==> src/rtl/mips32_pkg.sv <==
// Shared encodings and default widths for the memory arbiter and its helpers.
package mips32_pkg;

  localparam int ADDR_W_DEF = 10;
  localparam int DATA_W_DEF = 32;

  typedef enum logic {
    IDLE = 1'b0,
    BUSY = 1'b1
  } arb_state_t;

  typedef enum logic {
    OWN_IF = 1'b0,
    OWN_D  = 1'b1
  } owner_t;

endpackage

==> src/rtl/arb_age_counter.sv <==
// Saturating age counter tracking how long a fetch request has been denied.
module arb_age_counter #(
  parameter int MAX_WAIT = 4
) (
  input  logic       clk,
  input  logic       rst_n,
  input  logic       inc,
  input  logic       clr,
  input  logic       hold,
  output logic [3:0] count
);

  localparam logic [3:0] MAX_CNT = 4'(MAX_WAIT);

  // hold dominates so a halted core keeps its accumulated age
  always_ff @(posedge clk or negedge rst_n) begin
    if (!rst_n) begin
      count <= '0;
    end else if (hold) begin
      count <= count;
    end else if (clr) begin
      count <= '0;
    end else if (inc && (count != MAX_CNT)) begin
      count <= count + 4'd1;
    end
  end

endmodule

==> src/rtl/mem_arbiter.sv <==
// Single-port memory arbiter between instruction fetch and load/store traffic.
// Handshake: a requester holds req/addr/we/wdata until it sees gnt high in a cycle; the transfer is accepted at that clock edge.
module mem_arbiter
  import mips32_pkg::*;
#(
  parameter int ADDR_W   = ADDR_W_DEF,
  parameter int DATA_W   = DATA_W_DEF,
  parameter int MEM_LAT  = 1,
  parameter int MAX_WAIT = 4
) (
  input  logic              clk,
  input  logic              rst_n,
  input  logic              halt,
  input  logic              if_req,
  input  logic [ADDR_W-1:0] if_addr,
  output logic              if_gnt,
  output logic              if_rvalid,
  output logic [DATA_W-1:0] if_rdata,
  input  logic              d_req,
  input  logic              d_we,
  input  logic [ADDR_W-1:0] d_addr,
  input  logic [DATA_W-1:0] d_wdata,
  output logic              d_gnt,
  output logic              d_rvalid,
  output logic [DATA_W-1:0] d_rdata,
  output logic              m_en,
  output logic              m_we,
  output logic [ADDR_W-1:0] m_addr,
  output logic [DATA_W-1:0] m_wdata,
  input  logic [DATA_W-1:0] m_rdata,
  output logic              busy
);

  localparam logic [3:0] MAX_CNT = 4'(MAX_WAIT);
  localparam logic [2:0] LAT_CNT = 3'(MEM_LAT);

  arb_state_t state, state_nxt;
  owner_t     owner;
  logic       owner_vld;
  logic [2:0] lat_cnt;
  logic [3:0] wait_cnt;
  logic       fetch_ok;
  logic       fetch_pri;
  logic       rd_grant;
  logic       rd_done;

  assign fetch_ok  = if_req && !halt;
  assign fetch_pri = fetch_ok && (wait_cnt == MAX_CNT);
  assign rd_grant  = if_gnt || (d_gnt && !d_we);
  assign rd_done   = (state == BUSY) && (lat_cnt == LAT_CNT);

  arb_age_counter #(
    .MAX_WAIT(MAX_WAIT)
  ) u_age (
    .clk  (clk),
    .rst_n(rst_n),
    .inc  (fetch_ok && !if_gnt),
    .clr  (if_gnt || !if_req),
    .hold (halt),
    .count(wait_cnt)
  );

  // Grants are gated by rst_n so every output is low while reset is held
  always_comb begin
    state_nxt = state;
    if_gnt    = 1'b0;
    d_gnt     = 1'b0;
    case (state)
      IDLE: begin
        if (rst_n) begin
          if (fetch_pri) begin
            if_gnt = 1'b1;
          end else if (d_req) begin
            d_gnt = 1'b1;
          end else if (fetch_ok) begin
            if_gnt = 1'b1;
          end
          if (if_gnt || (d_gnt && !d_we)) begin
            state_nxt = BUSY;
          end
        end
      end
      BUSY: begin
        if (rd_done) begin
          state_nxt = IDLE;
        end
      end
      default: state_nxt = IDLE;
    endcase
  end

  always_ff @(posedge clk or negedge rst_n) begin
    if (!rst_n) begin
      state     <= IDLE;
      lat_cnt   <= '0;
      owner     <= OWN_IF;
      owner_vld <= 1'b0;
    end else begin
      state <= state_nxt;
      if (rd_grant) begin
        lat_cnt   <= 3'd1;
        owner     <= if_gnt ? OWN_IF : OWN_D;
        owner_vld <= 1'b1;
      end else if (rd_done) begin
        lat_cnt   <= '0;
        owner_vld <= 1'b0;
      end else if (state == BUSY) begin
        lat_cnt <= lat_cnt + 3'd1;
      end
    end
  end

  // Memory side is forced to zero whenever no access is strobed
  always_comb begin
    m_en    = if_gnt || d_gnt;
    m_we    = d_gnt && d_we;
    m_addr  = '0;
    m_wdata = '0;
    if (if_gnt) begin
      m_addr = if_addr;
    end else if (d_gnt) begin
      m_addr = d_addr;
      if (d_we) begin
        m_wdata = d_wdata;
      end
    end
  end

  assign if_rvalid = rd_done && owner_vld && (owner == OWN_IF);
  assign d_rvalid  = rd_done && owner_vld && (owner == OWN_D);
  assign if_rdata  = if_rvalid ? m_rdata : '0;
  assign d_rdata   = d_rvalid ? m_rdata : '0;
  assign busy      = (state == BUSY);

  a_one_grant: assert property (@(posedge clk) disable iff (!rst_n) !(if_gnt && d_gnt));
  a_no_gnt_busy: assert property (@(posedge clk) disable iff (!rst_n) busy |-> !m_en);

endmodule
==> config.mk <==
export PLATFORM = sky130hd
export DESIGN_NAME = mem_arbiter
export DESIGN_NICKNAME = d
export VERILOG_FILES = /design/src/rtl/mips32_pkg.sv /design/src/rtl/arb_age_counter.sv /design/src/rtl/mem_arbiter.sv
export SDC_FILE = /design/constraint.sdc
export NUM_CORES = 1
export LEC_CHECK = 0
export ABC_CLOCK_PERIOD_IN_PS = 2100
export CAP_MARGIN = 20
export CELL_PAD_IN_SITES_DETAIL_PLACEMENT = 0
export CELL_PAD_IN_SITES_GLOBAL_PLACEMENT = 2
export CORE_UTILIZATION = 10
export CTS_CLUSTER_SIZE = 14
export DETAILED_ROUTE_END_ITERATION = 6
export HOLD_SLACK_MARGIN = 0.02
export PLACE_DENSITY_LB_ADDON = 0.1
export SYNTH_ARGS = -nofsm -noshare
export SYNTH_HDL_FRONTEND = slang
export SYNTH_SLANG_ARGS = --single-unit
==> constraint.sdc <==
create_clock -name clk -period 2.1 [get_ports clk]
set_input_delay 0.42 -clock clk [delete_from_list [all_inputs] [get_ports clk]]
set_output_delay 0.42 -clock clk [all_outputs]
set_load 0.01 [all_outputs]
# ---- After elaboration in Yosys (flattened, before gate mapping)
# Index checks and enable logic that the tools add are counted.
dict set report totals {
  regBits 10
  in_bits 90
  output_inout_bits 113
  word_cells 68
}
dict set report op_classes {
  addsub 2
  eq_ne 3
  mux 32
  bitwise 3
  reduce_logical 23
}
# op n
set ops {}
lappend ops {{$mux 32} 5}
lappend ops {{$mux 10} 2}
lappend ops {{$mux 1} 19}
lappend ops {{$logic_and 1x1->1} 11}
lappend ops {{$mux 3} 3}
lappend ops {{$mux 4} 2}
lappend ops {{$add 4x1->4 const B} 1}
lappend ops {{$eq 4x3->1 const B} 1}
lappend ops {{$logic_not 1->1} 4}
lappend ops {{$logic_or 1x1->1} 4}
lappend ops {{$ne 4x3->1 const B} 1}
lappend ops {{$reduce_bool 2->1} 2}
lappend ops {{$add 3x1->3 const B} 1}
lappend ops {{$eq 3x1->1 const B} 1}
lappend ops {{$not 1->1} 3}
lappend ops {{$reduce_bool 3->1} 1}
lappend ops {{$pmux 1 s2} 1}
lappend ops {{$reduce_and 2->1} 1}

# ---- Longest topological paths before layout
dict set report logic_depth {
  word_depth 14
  mapped_depth 6
}

# ---- Cells and area by module
# From an unflattened synthesis, not the netlist that was laid out.
dict set report unflattened {
  cells_unflattened 221
  hier_area_um2 1599.0
}
# mod instances cells_each area_per_inst_um2 seq_area_each_um2
set modules_own_cells {}
lappend modules_own_cells {mem_arbiter 1 194 1343.8 150.1}
lappend modules_own_cells {arb_age_counter 1 27 255.2 100.1}

# ---- Worst setup path before layout
# No wires, ideal clock.
dict set report synth_timing {
  kind {flip-flop to output port}
  startpoint {register u_age.count[0]}
  endpoint {output port m_wdata[17]}
  t_arrival_ps 1481
  required_ps 1680
  slack_ps 199
  path_stages_with_launch 7
  n_path_buf 1
  cell_sequence {dfrtp_1 inv_1 ha_1 and3b_4 a211oi_4 buf_6 and2_2}
}
dict set report synth_via {
  elab_chain_cells 9
  elab_cells_between_ends 14
  classes_between {eq/ne: 1; mux: 12; reduce/logical: 1}
}
# item line
set synth_lines {}
lappend synth_lines {{start: declaration} arb_age_counter.sv:10} ;# output logic [3:0] count
lappend synth_lines {{start signal: assignment} arb_age_counter.sv:20} ;# count <= count;
lappend synth_lines {{start signal: assignment} arb_age_counter.sv:24} ;# count <= count + 4'd1;
lappend synth_lines {{$eq 4x3->1 (*)} mem_arbiter.sv:48} ;# assign fetch_pri = fetch_ok && (wait_cnt == MAX_CNT);
lappend synth_lines {{$logic_and 1x1->1 (*)} mem_arbiter.sv:48}
lappend synth_lines {{$mux 1} mem_arbiter.sv:71} ;# if (fetch_pri) begin
lappend synth_lines {{$mux 1} mem_arbiter.sv:70} ;# if (rst_n) begin
lappend synth_lines {{$mux 1} mem_arbiter.sv:68} ;# case (state)
lappend synth_lines {{$mux 1} mem_arbiter.sv:70}
lappend synth_lines {{$mux 1} mem_arbiter.sv:68}
lappend synth_lines {{$mux 32} mem_arbiter.sv:121} ;# end else if (d_gnt) begin
lappend synth_lines {{$mux 32 (*)} mem_arbiter.sv:119} ;# if (if_gnt) begin
lappend synth_lines {{end: declaration} mem_arbiter.sv:29} ;# output logic [DATA_W-1:0] m_wdata,
# Mark *: on every way between the ends. The rest lies on a longest branch, timed or not. The select of a mux whose other input is x is not followed.

# ---- Final worst setup path
dict set report layout_timing {
  startpoint {register lat_cnt[1]}
  endpoint {output port if_rdata[31]}
}
dict set report layout_via {
  elab_chain_cells 5
}
# item line
set layout_lines {}
lappend layout_lines {{start: declaration} mem_arbiter.sv:40} ;# logic [2:0] lat_cnt;
lappend layout_lines {{start signal: assignment} mem_arbiter.sv:108} ;# lat_cnt <= lat_cnt + 3'd1;
lappend layout_lines {{$eq 3x1->1} mem_arbiter.sv:50} ;# assign rd_done = (state == BUSY) && (lat_cnt == LAT_CNT);
lappend layout_lines {{$logic_and 1x1->1} mem_arbiter.sv:50}
lappend layout_lines {{$logic_and 1x1->1 (2 in a row)} mem_arbiter.sv:129} ;# assign if_rvalid = rd_done && owner_vld && (owner == OWN_IF);
lappend layout_lines {{$mux 32} mem_arbiter.sv:131} ;# assign if_rdata = if_rvalid ? m_rdata : '0;
lappend layout_lines {{end: declaration} mem_arbiter.sv:18} ;# output logic [DATA_W-1:0] if_rdata,
# No other way between the ends.

==> flow_summary.toml <==
[die]
start_util_pct = 10.18
die_h_um = 123.4
rows = 44
die_width_um = 123.4
fp.dieArea_um2 = 15230
coreArea_um2 = 14480
io_pins = 203

[layout]
stdcell_area_um2 = 4736
final_util_pct = 32.71
layout-drive-gt1-share_pct = 62.02
num-nets-final = 562
area_growth_pct = 221.3
antennaDiodeCount = 0

[power]
power_density_nw_per_um2 = 536.9
leakagePower_uw = 0.002262
vdd_drop_max_uv = 327.0
power_uw = 2543

[global_routing]
grt_antenna_before_repair = 0
grt_use_total_pct = 10.68
grt_pass1_wl_um = 12360
grt_remaining_overflow = 0
first_global_vias = 2289
grt_max_degree = 17

[routing]
postRouteAntennaNets = 0
drt-initial-drc-count = 39
drt_pre_antenna_iters = 4
finalWirelength_um = 8977
wl_per_cell_um = 13.81
viasPerCell = 3.698
vias = 2404
drc = 0

[synthesis]
ys_ff_latch = 10
synth-edff-count = 0
synth.distinct_cells = 36
synth_nets = 283
ys_seq_area_share_pct = 16.98
synth_flop_cell = "dfrtp_1"
syn_area_um2 = 1474
netlist_instances = 189
synthTopCellsByArea = "and2_1 (36%), dfrtp_1 (17%), a32o_1 (6.8%)"
yosysMostFrequentCell = "and2_1"
yosysTopAreaCellShare_pct = 36.08
synthArstFlopShare_pct = 100.0
yosys_warnings = 0
synth_top_area_cell = "and2_1"
synth_common_cells = "and2_1 (85), and2_2 (12), a32o_1 (10), dfrtp_1 (10), nand2_1 (7)"
synth_area_per_cell_um2 = 7.798

[place]
gp_congestion = 0.7114
place_hpwl_um = 6254
portBuffers = 202
placed_cell_area_um2 = 3936
dp_slack_ps = -692.8

[clocking]
cts_max_path_buffers = 2
cts_made_buffers = 3
cts_tree = "yes"
clkLatencyLatePin_ps = 230
cts_hold_buf = 0
cts_root_buf = "clkbuf_16"
htreeDepth = 1
clk_pin_slew_ps = 40
clock-sinks = 10

[timing]
fin_crit_ps = 2291
max_freq_ghz = 0.4366
layout_setup_ws_ps = -190.6
finalSetupViolCount = 108
finClkSkew_ps = 1.580
slew_headroom_pct = 73.33
slew_viol_final = 0
rsz0062_at_grt = "true"
fin_crit_sh_pct = 109.1
finalHoldViolCount = 0
tightestPinTransition_ps = 389.9
fin_tns_setup_ps = -9556

[job]
cap_violations = 0

[run_status]
failed_checks = "setup timing"
status = "finished, violations left"

[critical_path]
cp_common_cell = "buf_6"
required_ps = 1680
criticalPathCategory = "register to primary output"
worstSetupEndpointType = "primary output"
worstPathArrival_ps = 1870
slowest_delay_ps = 390
path_max_fanout = 7
crit_path_start_kind = "register"
crit_slowest_cell = "dfrtp_1"
crit_chain = "inv_2, ha_4, nor2b_4, and4b_2, buf_12, buf_8, buf_6, and2_4, buf_6"

[hold_path]
hold_path_class = "input pin to async pin"
## layout make-up
class | count | area (um^2)
fill | 1546 | 9743
timing repair buffer | 289 | 2808
multi-input combinational | 159 | 1354
sequential | 10 | 250.2
tap | 184 | 230.2
clock buffer | 3 | 75.07
inverter | 5 | 18.77
## flip-flops by register name, summed over array words and instances (netlist names)
register / flops
busy: 1
lat_cnt: 3
owner: 1
owner_vld: 1
u_age.count: 4
## stage by stage
stage	instances	hold WS (ps)
after floorplan	189	124.4
after global placement	595	565.1
after detailed placement	595	558.8
after global routing	650	374.8
after CTS	644	358.8
final	650	346.8
## critical path: cells and delay by family, from the launching register on
family / cells / cell delay [ps]
and+or+nand+nor: 3 / 580
buffers and inverters: 5 / 510
DFF: 1 / 390
adders and majority gates: 1 / 140
## what timing repair did
item                                    4_1_cts  5_1_grt
cloned                                        7        2
setup buffers                                39       13
hold endpoints to repair                      0        0
gates resized for setup                     543      117
pin swaps                                    29       54
endpoints found under the setup margin      112      114
## logic make-up after synthesis
| group | after synthesis | synth area share (%) |
|---|---|---|
| simple gates | 125 | 53.23 |
| compound gates | 29 | 18.25 |
| buf+inv | 20 | 7.386 |
| flops | 10 | 16.98 |
| fa+ha+maj | 4 | 3.396 |
| mux | 1 | 0.7640 |
## final timing paths
kind | start | to | slack [ps] | cells past startpoint
max in group asynchronous | rst_n | owner | 1600 | 2
min in group clk | owner | owner | 570 | 1
max reg2reg | lat_cnt[1] | lat_cnt[1] | -110 | 16
min | rst_n | lat_cnt[0] | 350 | 2
min reg2reg | owner | owner | 570 | 1
max | lat_cnt[1] | if_rdata[31] | -190 | 9
## metal layers
layer	up-vias	GRT usage, %	wire length (um)	part of all wire, %
met5	-	0	0	0
li1	1196	-	-	-
met2	80	22.00	5251	58
met4	0	0.9036	15	0.17
met1	1126	11.96	3202	36
met3	2	1.015	507	5.6
## report_power, final
group / total (uW) / switching [uW] / internal [uW]
Combinational: 1910 / 700 / 1210
Sequential: 302 / 44.4 / 257
Clock: 327 / 81.0 / 246
## layout by cell type, fill, tap and decap left out, drive strengths merged, types with 2 or more instances in the layout
cell	Yosys	final
buf	10	195
and2	97	97
clkdlybuf4s50	0	86
a32o	10	10
dfrtp	10	10
nand2	7	7
clkbuf	5	6
nor2b	6	6
dlygate4sd2	0	5
nor2	5	5
inv	5	5
ha	4	4
nand2b	3	3
o2111ai	3	3
a211oi	2	2
o221ai	2	2
a22o	2	2
o21ai	2	2
No activity file was read; power rests on OpenSTA's default activity.
